[src/rtl/window_apply_pkg.sv]
// Shared widths and the joined beat record for the window-apply stage.
package window_apply_pkg;

   localparam int SAMPLE_W_DEF  = 16;
   localparam int WIN_W_DEF     = 10;
   localparam int CNT_W_DEF     = 16;
   localparam int FRAME_LEN_DEF = 2 ** WIN_W_DEF;
   // Coefficient value that represents a gain of exactly 1.0
   localparam int UNITY_COEF    = 2 ** (WIN_W_DEF - 1);

   typedef struct packed {
      logic signed [SAMPLE_W_DEF-1:0] sample;
      logic        [WIN_W_DEF-1:0]    coef;
      logic                           last;
   } beat_t;

endpackage

[src/rtl/win_scale_mult.sv]
// Registered signed sample x unsigned Q(WIN_W-1) coefficient, floor-scaled back to sample width.
// Latency: 1 clk from en to result.
// Backpressure: result holds its value whenever en is low.
module win_scale_mult #(
   parameter int SAMPLE_W = 16,
   parameter int WIN_W    = 10
) (
   input  logic                clk,
   input  logic                rst,
   input  logic                en,
   input  logic [SAMPLE_W-1:0] sample,
   input  logic [WIN_W-1:0]    coef,
   output logic [SAMPLE_W-1:0] result
);

   localparam int PROD_W = SAMPLE_W + WIN_W + 1;

   logic signed [PROD_W-1:0] prod;
   logic signed [PROD_W-1:0] shifted;
   logic                     unused_hi;

   // Zero-extend the coefficient so it stays non-negative in the signed product
   assign prod      = PROD_W'($signed(sample)) * PROD_W'($signed({1'b0, coef}));
   assign shifted   = prod >>> (WIN_W - 1);
   // Coefficients within 0..unity never grow the magnitude, so the top bits are redundant
   assign unused_hi = ^shifted[PROD_W-1:SAMPLE_W];

   always_ff @(posedge clk or negedge rst) begin
      if (!rst) begin
         result <= '0;
      end else if (en) begin
         result <= shifted[SAMPLE_W-1:0];
      end
   end

endmodule

[src/rtl/window_apply.sv]
// Joins PCM samples with window coefficients, scales each sample and emits a framed stream; checks frame length.
// Latency: 2 clk from join to m_valid (S1 register, then registered multiply).
// Backpressure: m_ready stalls the pipe; bubbles collapse; inputs are only consumed together.
module window_apply
   import window_apply_pkg::*;
#(
   parameter int SAMPLE_W  = SAMPLE_W_DEF,
   parameter int WIN_W     = WIN_W_DEF,
   parameter int FRAME_LEN = 2 ** WIN_W,
   parameter int CNT_W     = CNT_W_DEF
) (
   input  logic                clk,
   input  logic                rst,
   input  logic [SAMPLE_W-1:0] s_sample_data,
   input  logic                s_sample_valid,
   output logic                s_sample_ready,
   input  logic [WIN_W-1:0]    win_data,
   input  logic                win_valid,
   input  logic                win_last,
   output logic                win_ready,
   output logic [SAMPLE_W-1:0] m_data,
   output logic                m_valid,
   output logic                m_last,
   input  logic                m_ready,
   output logic                frame_err,
   output logic [CNT_W-1:0]    frame_count
);

   localparam int              BCNT_W   = (FRAME_LEN > 1) ? $clog2(FRAME_LEN) : 1;
   localparam logic [BCNT_W-1:0] LAST_IDX = BCNT_W'(FRAME_LEN - 1);

   typedef struct packed {
      logic [SAMPLE_W-1:0] sample;
      logic [WIN_W-1:0]    coef;
      logic                last;
   } s1_beat_t;

   logic              s1_vld;
   s1_beat_t          s1_dat;
   logic              s2_adv;
   logic              adv;
   logic              join_vld;
   logic [BCNT_W-1:0] beat_cnt;

   assign s2_adv         = ~m_valid | m_ready;
   assign adv            = ~s1_vld | s2_adv;
   assign join_vld       = s_sample_valid & win_valid & adv;
   // Each side is only told ready when the other side is valid, so neither is consumed alone
   assign s_sample_ready = win_valid & adv;
   assign win_ready      = s_sample_valid & adv;

   always_ff @(posedge clk or negedge rst) begin
      if (!rst) begin
         s1_vld <= 1'b0;
         s1_dat <= '0;
      end else if (adv) begin
         s1_vld <= join_vld;
         if (join_vld) begin
            s1_dat <= {s_sample_data, win_data, win_last};
         end
      end
   end

   always_ff @(posedge clk or negedge rst) begin
      if (!rst) begin
         m_valid <= 1'b0;
         m_last  <= 1'b0;
      end else if (s2_adv) begin
         m_valid <= s1_vld;
         if (s1_vld) begin
            m_last <= s1_dat.last;
         end
      end
   end

   win_scale_mult #(
      .SAMPLE_W (SAMPLE_W),
      .WIN_W    (WIN_W)
   ) u_mult (
      .clk    (clk),
      .rst    (rst),
      .en     (s2_adv & s1_vld),
      .sample (s1_dat.sample),
      .coef   (s1_dat.coef),
      .result (m_data)
   );

   // Frame checker runs on the join, independent of downstream stalls
   always_ff @(posedge clk or negedge rst) begin
      if (!rst) begin
         beat_cnt    <= '0;
         frame_count <= '0;
         frame_err   <= 1'b0;
      end else begin
         frame_err <= 1'b0;
         if (join_vld) begin
            if (win_last) begin
               frame_err   <= (beat_cnt != LAST_IDX);
               beat_cnt    <= '0;
               frame_count <= frame_count + 1'b1;
            end else if (beat_cnt == LAST_IDX) begin
               frame_err <= 1'b1;
               beat_cnt  <= '0;
            end else begin
               beat_cnt <= beat_cnt + 1'b1;
            end
         end
      end
   end

endmodule
[config.mk]
export PLATFORM = sky130hd
export DESIGN_NAME = window_apply
export DESIGN_NICKNAME = d
export VERILOG_FILES = /design/src/rtl/window_apply_pkg.sv /design/src/rtl/win_scale_mult.sv /design/src/rtl/window_apply.sv
export SDC_FILE = /design/constraint.sdc
export NUM_CORES = 1
export LEC_CHECK = 0
export BUFFER_PORTS_ARGS = -buffer_cell sky130_fd_sc_hd__buf_2
export CAP_MARGIN = 20
export CELL_PAD_IN_SITES_DETAIL_PLACEMENT = 2
export CELL_PAD_IN_SITES_GLOBAL_PLACEMENT = 2
export CORE_ASPECT_RATIO = 1.1
export CORE_UTILIZATION = 40
export DETAILED_ROUTE_END_ITERATION = 16
export PLACE_DENSITY_LB_ADDON = 0.05
export SYNTH_ARGS = -nofsm -noshare
export SYNTH_HDL_FRONTEND = slang
export SYNTH_SLANG_ARGS = --single-unit
[constraint.sdc]
create_clock -name clk -period 9.1 [get_ports clk]
set_input_delay 0.455 -clock clk [delete_from_list [all_inputs] [get_ports clk]]
set_output_delay 0.455 -clock clk [all_outputs]
set_load 0.01 [all_outputs]
### Word level (Yosys, flattened, before mapping)

Cells that the tools add are included.

| operators by class | value |
|---|---|
| add/sub/neg operators | 2 |
| multipliers | 1 |
| div/mod/pow operators | 0 |
| order comparisons | 0 |
| eq/ne operators | 2 |
| shift-type cells | 0 |
| multiplexer cells | 5 |
| bitwise gates (word level) | 9 |
| reduce and logical (&&, ||, !) cells | 3 |

Operators by type and width:

| cell | count |
|---|---|
| $mul 16x11->25 | 1 |
| $mux 10 | 2 |
| $add 16x1->16 const B | 1 |
| $add 10x1->10 const B | 1 |
| $eq 10x10->1 const B | 1 |
| $ne 10x10->1 const B | 1 |
| $reduce_and 2->1 | 3 |
| $and 1x1->1 | 5 |
| $mux 1 | 3 |
| $not 1->1 | 2 |
| $or 1x1->1 | 2 |

| word-level totals | value |
|---|---|
| register bits after elaboration | 73 |
| bits in latches | 0 |
| memory bits (writable) | 0 |
| ROM bits | 0 |
| bits of input ports | 32 |
| output and inout bits | 37 |
| logic and storage cells | 32 |
| memories kept | 0 |

### Depth between registers and ports, before layout

| logic depth | value |
|---|---|
| word-level depth | 5 |
| depth in mapped cells | 21 |
| gate-level depth less buffers | 19 |

### Hierarchy

From an unflattened synthesis, not the netlist that was laid out.

| unflattened totals | value |
|---|---|
| cells, all modules | 908 |
| area, all modules | 8,638.3 sq um |

Modules (own cells, without submodules):

| module | instances | cells each | area an instance (sq um) |
|---|---|---|---|
| win_scale_mult | 1 | 655 | 6,147.1 |
| window_apply | 1 | 253 | 2,491.1 |

### Worst setup path before layout

No wires, ideal clock.

| timing | value |
|---|---|
| kind | reg2reg |
| start point | register s1_dat[3] in the netlist's numbering |
| end point | register u_mult.result[13] |
| setup time | 104 ps |
| data arrival time | 5,060 ps |
| slack | 3,936 ps |
| cell stages (with the launch flop) | 20 |
| buffers on the path | 2 |
| clock period less this slack | 5,164 ps |
| path through | dfrtp_1 > clkbuf_1 > clkbuf_1 > nand2_1 > fa_1 > fa_1 > fa_1 > inv_1 > fa_1 > inv_1 > fa_1 > inv_1 > ha_1 > nand2_1 > nor3b_1 > a21oi_2 > a21oi_4 > o2111ai_2 > or4b_1 > o311ai_1 |

| between the ends | value |
|---|---|
| word-level cells in the longest chain between the ends | 1 |

RTL lines:

| item | line | text |
|---|---|---|
| from (decl) | window_apply.sv:39 | `s1_beat_t s1_dat;` |
| from (signal assigned) | window_apply.sv:59 | `s1_dat <= {s_sample_data, win_data, win_last};` |
| $mul 16x11->25 | win_scale_mult.sv:23 | `assign prod = PROD_W'($signed(sample)) * PROD_W'($signed({1'b0, coef}));` |
| to (signal assigned) | win_scale_mult.sv:32 | `result <= shifted[SAMPLE_W-1:0];` |
| to (decl) | win_scale_mult.sv:13 | `output logic [SAMPLE_W-1:0] result` |

Every way passes these cells.
A chain may end at the register's enable or synchronous reset.

### Final worst setup path

| timing | value |
|---|---|
| start point | register s1_dat[3] in the netlist's numbering |
| end point | register u_mult.result[15] |

The elaborated chain is that of the path after synthesis.

==> flow_metrics.env <==
export IMPL_status="completed"
export IMPL_die_x_um=142
export IMPL_tritoncts="done"
export IMPL_clock_latency_ps=350
export IMPL_cts_resized=0
export IMPL_period_needed_ps=5570
export IMPL_vias=6409
export IMPL_p_per_area_nw_per_um2=365
export IMPL_start_util_pct=41.3
export IMPL_synth_cell_types=56
export IMPL_cpPeakStageDelay_ps=690
export IMPL_drive_gt1_share_pct=10.2
export IMPL_synth_top_cell_area_share_pct=31.6
export IMPL_grt_setup_unrepaired="no"
export IMPL_grt_pass1_vias=7522
export IMPL_seq_area_frac_synth_pct=21.2
export IMPL_port_buffer_count=68
export IMPL_synth_area_per_cell_um2=9.10
export IMPL_grt_max_degree=53
export IMPL_drt_iter0_drc=156
export IMPL_setup_violations=0
export IMPL_gp_congestion=0.782
export IMPL_core_region_area_um2=20900
export IMPL_syn_nets=1169
export IMPL_slew_viol_final=0
export IMPL_yosysWarnings=0
export IMPL_end_kind="register"
export IMPL_wl_per_cell_um=18.2
export IMPL_diodes=0
export IMPL_cts_root_buf="clkbuf_16"
export IMPL_setup_tns_ps=0
export IMPL_dieArea_um2=22100
export IMPL_worstSetupPathType="register to register"
export IMPL_yosys_most_used_dff="dfrtp_1"
export IMPL_cts_max_level=3
export IMPL_grt_overflow=0
export IMPL_antenna_found_initial=0
export IMPL_syn2layout_area_growth_pct=10.1
export IMPL_fin_util_pct=45.5
export IMPL_track_usage_pct=23.2
export IMPL_netlist_area_um2=8610
export IMPL_maxSlewHeadroom_pct=53.8
export IMPL_clk_path_buf_depth=2
export IMPL_fillerInstances=2305
export IMPL_cts_buffers=9
export IMPL_post_cts_setup_buffers=0
export IMPL_yosysMostFrequentCell="nand2_1"
export IMPL_ant_nets=0
export IMPL_cap_violations=0
export IMPL_clock_sinks=73
export IMPL_period_share_pct=61.2
export IMPL_required_ps=9330
export IMPL_leakage_uw=0.00482
export IMPL_remaining_drc_errors=0
export IMPL_synth_edf_count=0
export IMPL_fin_skew_ps=11.8
export IMPL_viasPerCell=5.01
export IMPL_cp_slowest_cell="dfrtp_1"
export IMPL_wl_mm=23.3
export IMPL_grt_pass1_wl_mm=39.0
export IMPL_clk_pin_slew_ps=70
export IMPL_max_freq_mhz=180
export IMPL_worst_pin_slew_ps=693
export IMPL_vdd_drop_max_v=0.000215
export IMPL_dieHeight_um=156
export IMPL_critPathLaunchType="register"
export IMPL_crit_arrival_ps=5800
export IMPL_crit_family="adder cells"
export IMPL_cp_max_fo=17
export IMPL_hp_class="primary input to register"
export IMPL_synthCells=946
export IMPL_path_cells="nand2_1 > fa_1 > fa_1 > fa_1 > inv_1 > fa_1 > inv_1 > fa_1 > inv_1 > ha_1 > nand2_1 > nor3b_1 > nand2_1 > a211oi_2 > o221ai_1 > xnor2_1 > o21ai_1"
export IMPL_row_count=55
export IMPL_crit_path_frequent_cell="fa_1"
export IMPL_cp_num_buf_inv=3
export IMPL_synth_area_leaders="fa_1, dfrtp_1, nand2_1"
export IMPL_ys_ff_latch=73
export IMPL_async_flop_share_pct=100
export IMPL_hpwlAfterDp_mm=18.4
export IMPL_final_nets=1212
export IMPL_final_hold_viol_count=0
export IMPL_synthTopCellsByCount="nand2_1, inv_1, fa_1"
export IMPL_hold_buffers=1
export IMPL_ios=69
export IMPL_synth_top_cell_by_area="fa_1"
export IMPL_first_pass_iters=4
-- kinds of logic (layout without fill, tap and decap cells) --
kind of cell | after synthesis | after routing | share of synthesized area, %
and+or+nand+nor | 357 | 357 | 19.7
buffers and inverters | 206 | 254 | 9.02
adders and majority gates | 191 | 191 | 39.6
AOI/OAI and AO/OA | 76 | 76 | 5.99
DFF | 73 | 73 | 21.2
xor gates and xnor gates | 39 | 39 | 3.97
muxes | 4 | 4 | 0.509
-- cell usage in the layout, fill, tap and decap left out, types with 2 or more instances in the layout --
cell type / count
inv_6: 2
inv_1: 165
nand2b_1: 3
or3_1: 4
and2_1: 90
and3_1: 9
o21ai_1: 13
nand3_1: 16
buf_2: 67
mux2_2: 3
nand2_1: 198
nor2_1: 14
o31ai_1: 4
a41oi_1: 2
nor3_1: 6
o311ai_1: 2
o21ai_0: 11
fa_1: 136
clkinv_4: 2
nor3b_1: 3
ha_1: 55
a31oi_1: 3
xor2_1: 12
nand4_1: 6
a21o_1: 4
buf_4: 5
a21oi_2: 2
clkbuf_16: 9
clkinvlp_4: 2
a211oi_1: 3
xnor2_1: 27
a21oi_1: 14
dfrtp_1: 73
-- power breakdown --
group          switching, uW  internal, uW
logic                   1540          1050
clock network            163           195
registers                112           395
total                   1820          1640
-- worst min-delay path, stage by stage --
cell     delay [ps]
buf_2            70
nand2_1          40
nand2_1          50
-- stage by stage --
step                      hold slack, ps  cell area, um2  instances  total power (uW)  worst slack [ps]
after floorplan                      159            8610        946              2430              3940
after global placement               376            9180       1262              3030              3620
after detailed placement             380            9180       1262              3150              3470
after CTS                            291            9480       1279              3550              3440
after global routing                 307            9480       1279              3870              3140
final                                297            9480       1279              3460              3530
-- metal layers --
metal | GRT usage, % | vias up | share of wire (%) | wire length, um
met2 | 45.0 | 52 | 56 | 13100
met5 | 0 | - | 0 | 0
li1 | - | 2971 | - | -
met3 | 2.46 | 21 | 1.5 | 351
met1 | 26.7 | 3365 | 41 | 9430
met4 | 6.50 | 0 | 1.5 | 349
-- final timing paths --
check,startpoint,to,slack [ps],depth (start not counted)
worst max-delay path,s1_dat[3]$_DFFE_PN0P_,u_mult.result[15]$_DFFE_PN0P_,3530,17
worst min-delay path,s_sample_data[13],s1_dat[24]$_DFFE_PN0P_,300,3
worst max register to register,s1_dat[3]$_DFFE_PN0P_,u_mult.result[15]$_DFFE_PN0P_,3530,17
worst min register to register,frame_count[15]$_DFFE_PN0P_,frame_count[15]$_DFFE_PN0P_,460,1
max in group asynchronous,rst,s1_dat[18]$_DFFE_PN0P_,7530,3
min in group asynchronous,rst,frame_count[15]$_DFFE_PN0P_,540,2
-- area by class of cell --
| type | instances | area [um2] | area share [%] |
|---|---|---|---|
| multi-input cells | 667 | 6010 | 63.4 |
| well taps | 285 | 357 | 3.76 |
| inverters | 165 | 619 | 6.53 |
| flip-flops and latches | 73 | 1830 | 19.3 |
| repair buffers | 73 | 383 | 4.04 |
| clock inverters | 6 | 50.0 | 0.528 |
| clock buffers | 10 | 239 | 2.52 |
-- registers in the layout, summed over array words and instances (netlist names) --
signal	count
s1_vld	1
frame_count	16
frame_err	1
m_valid	1
s1_dat	27
u_mult.result	16
m_last	1
beat_cnt	10
Note: power is estimated with default switching activity, not from simulation.
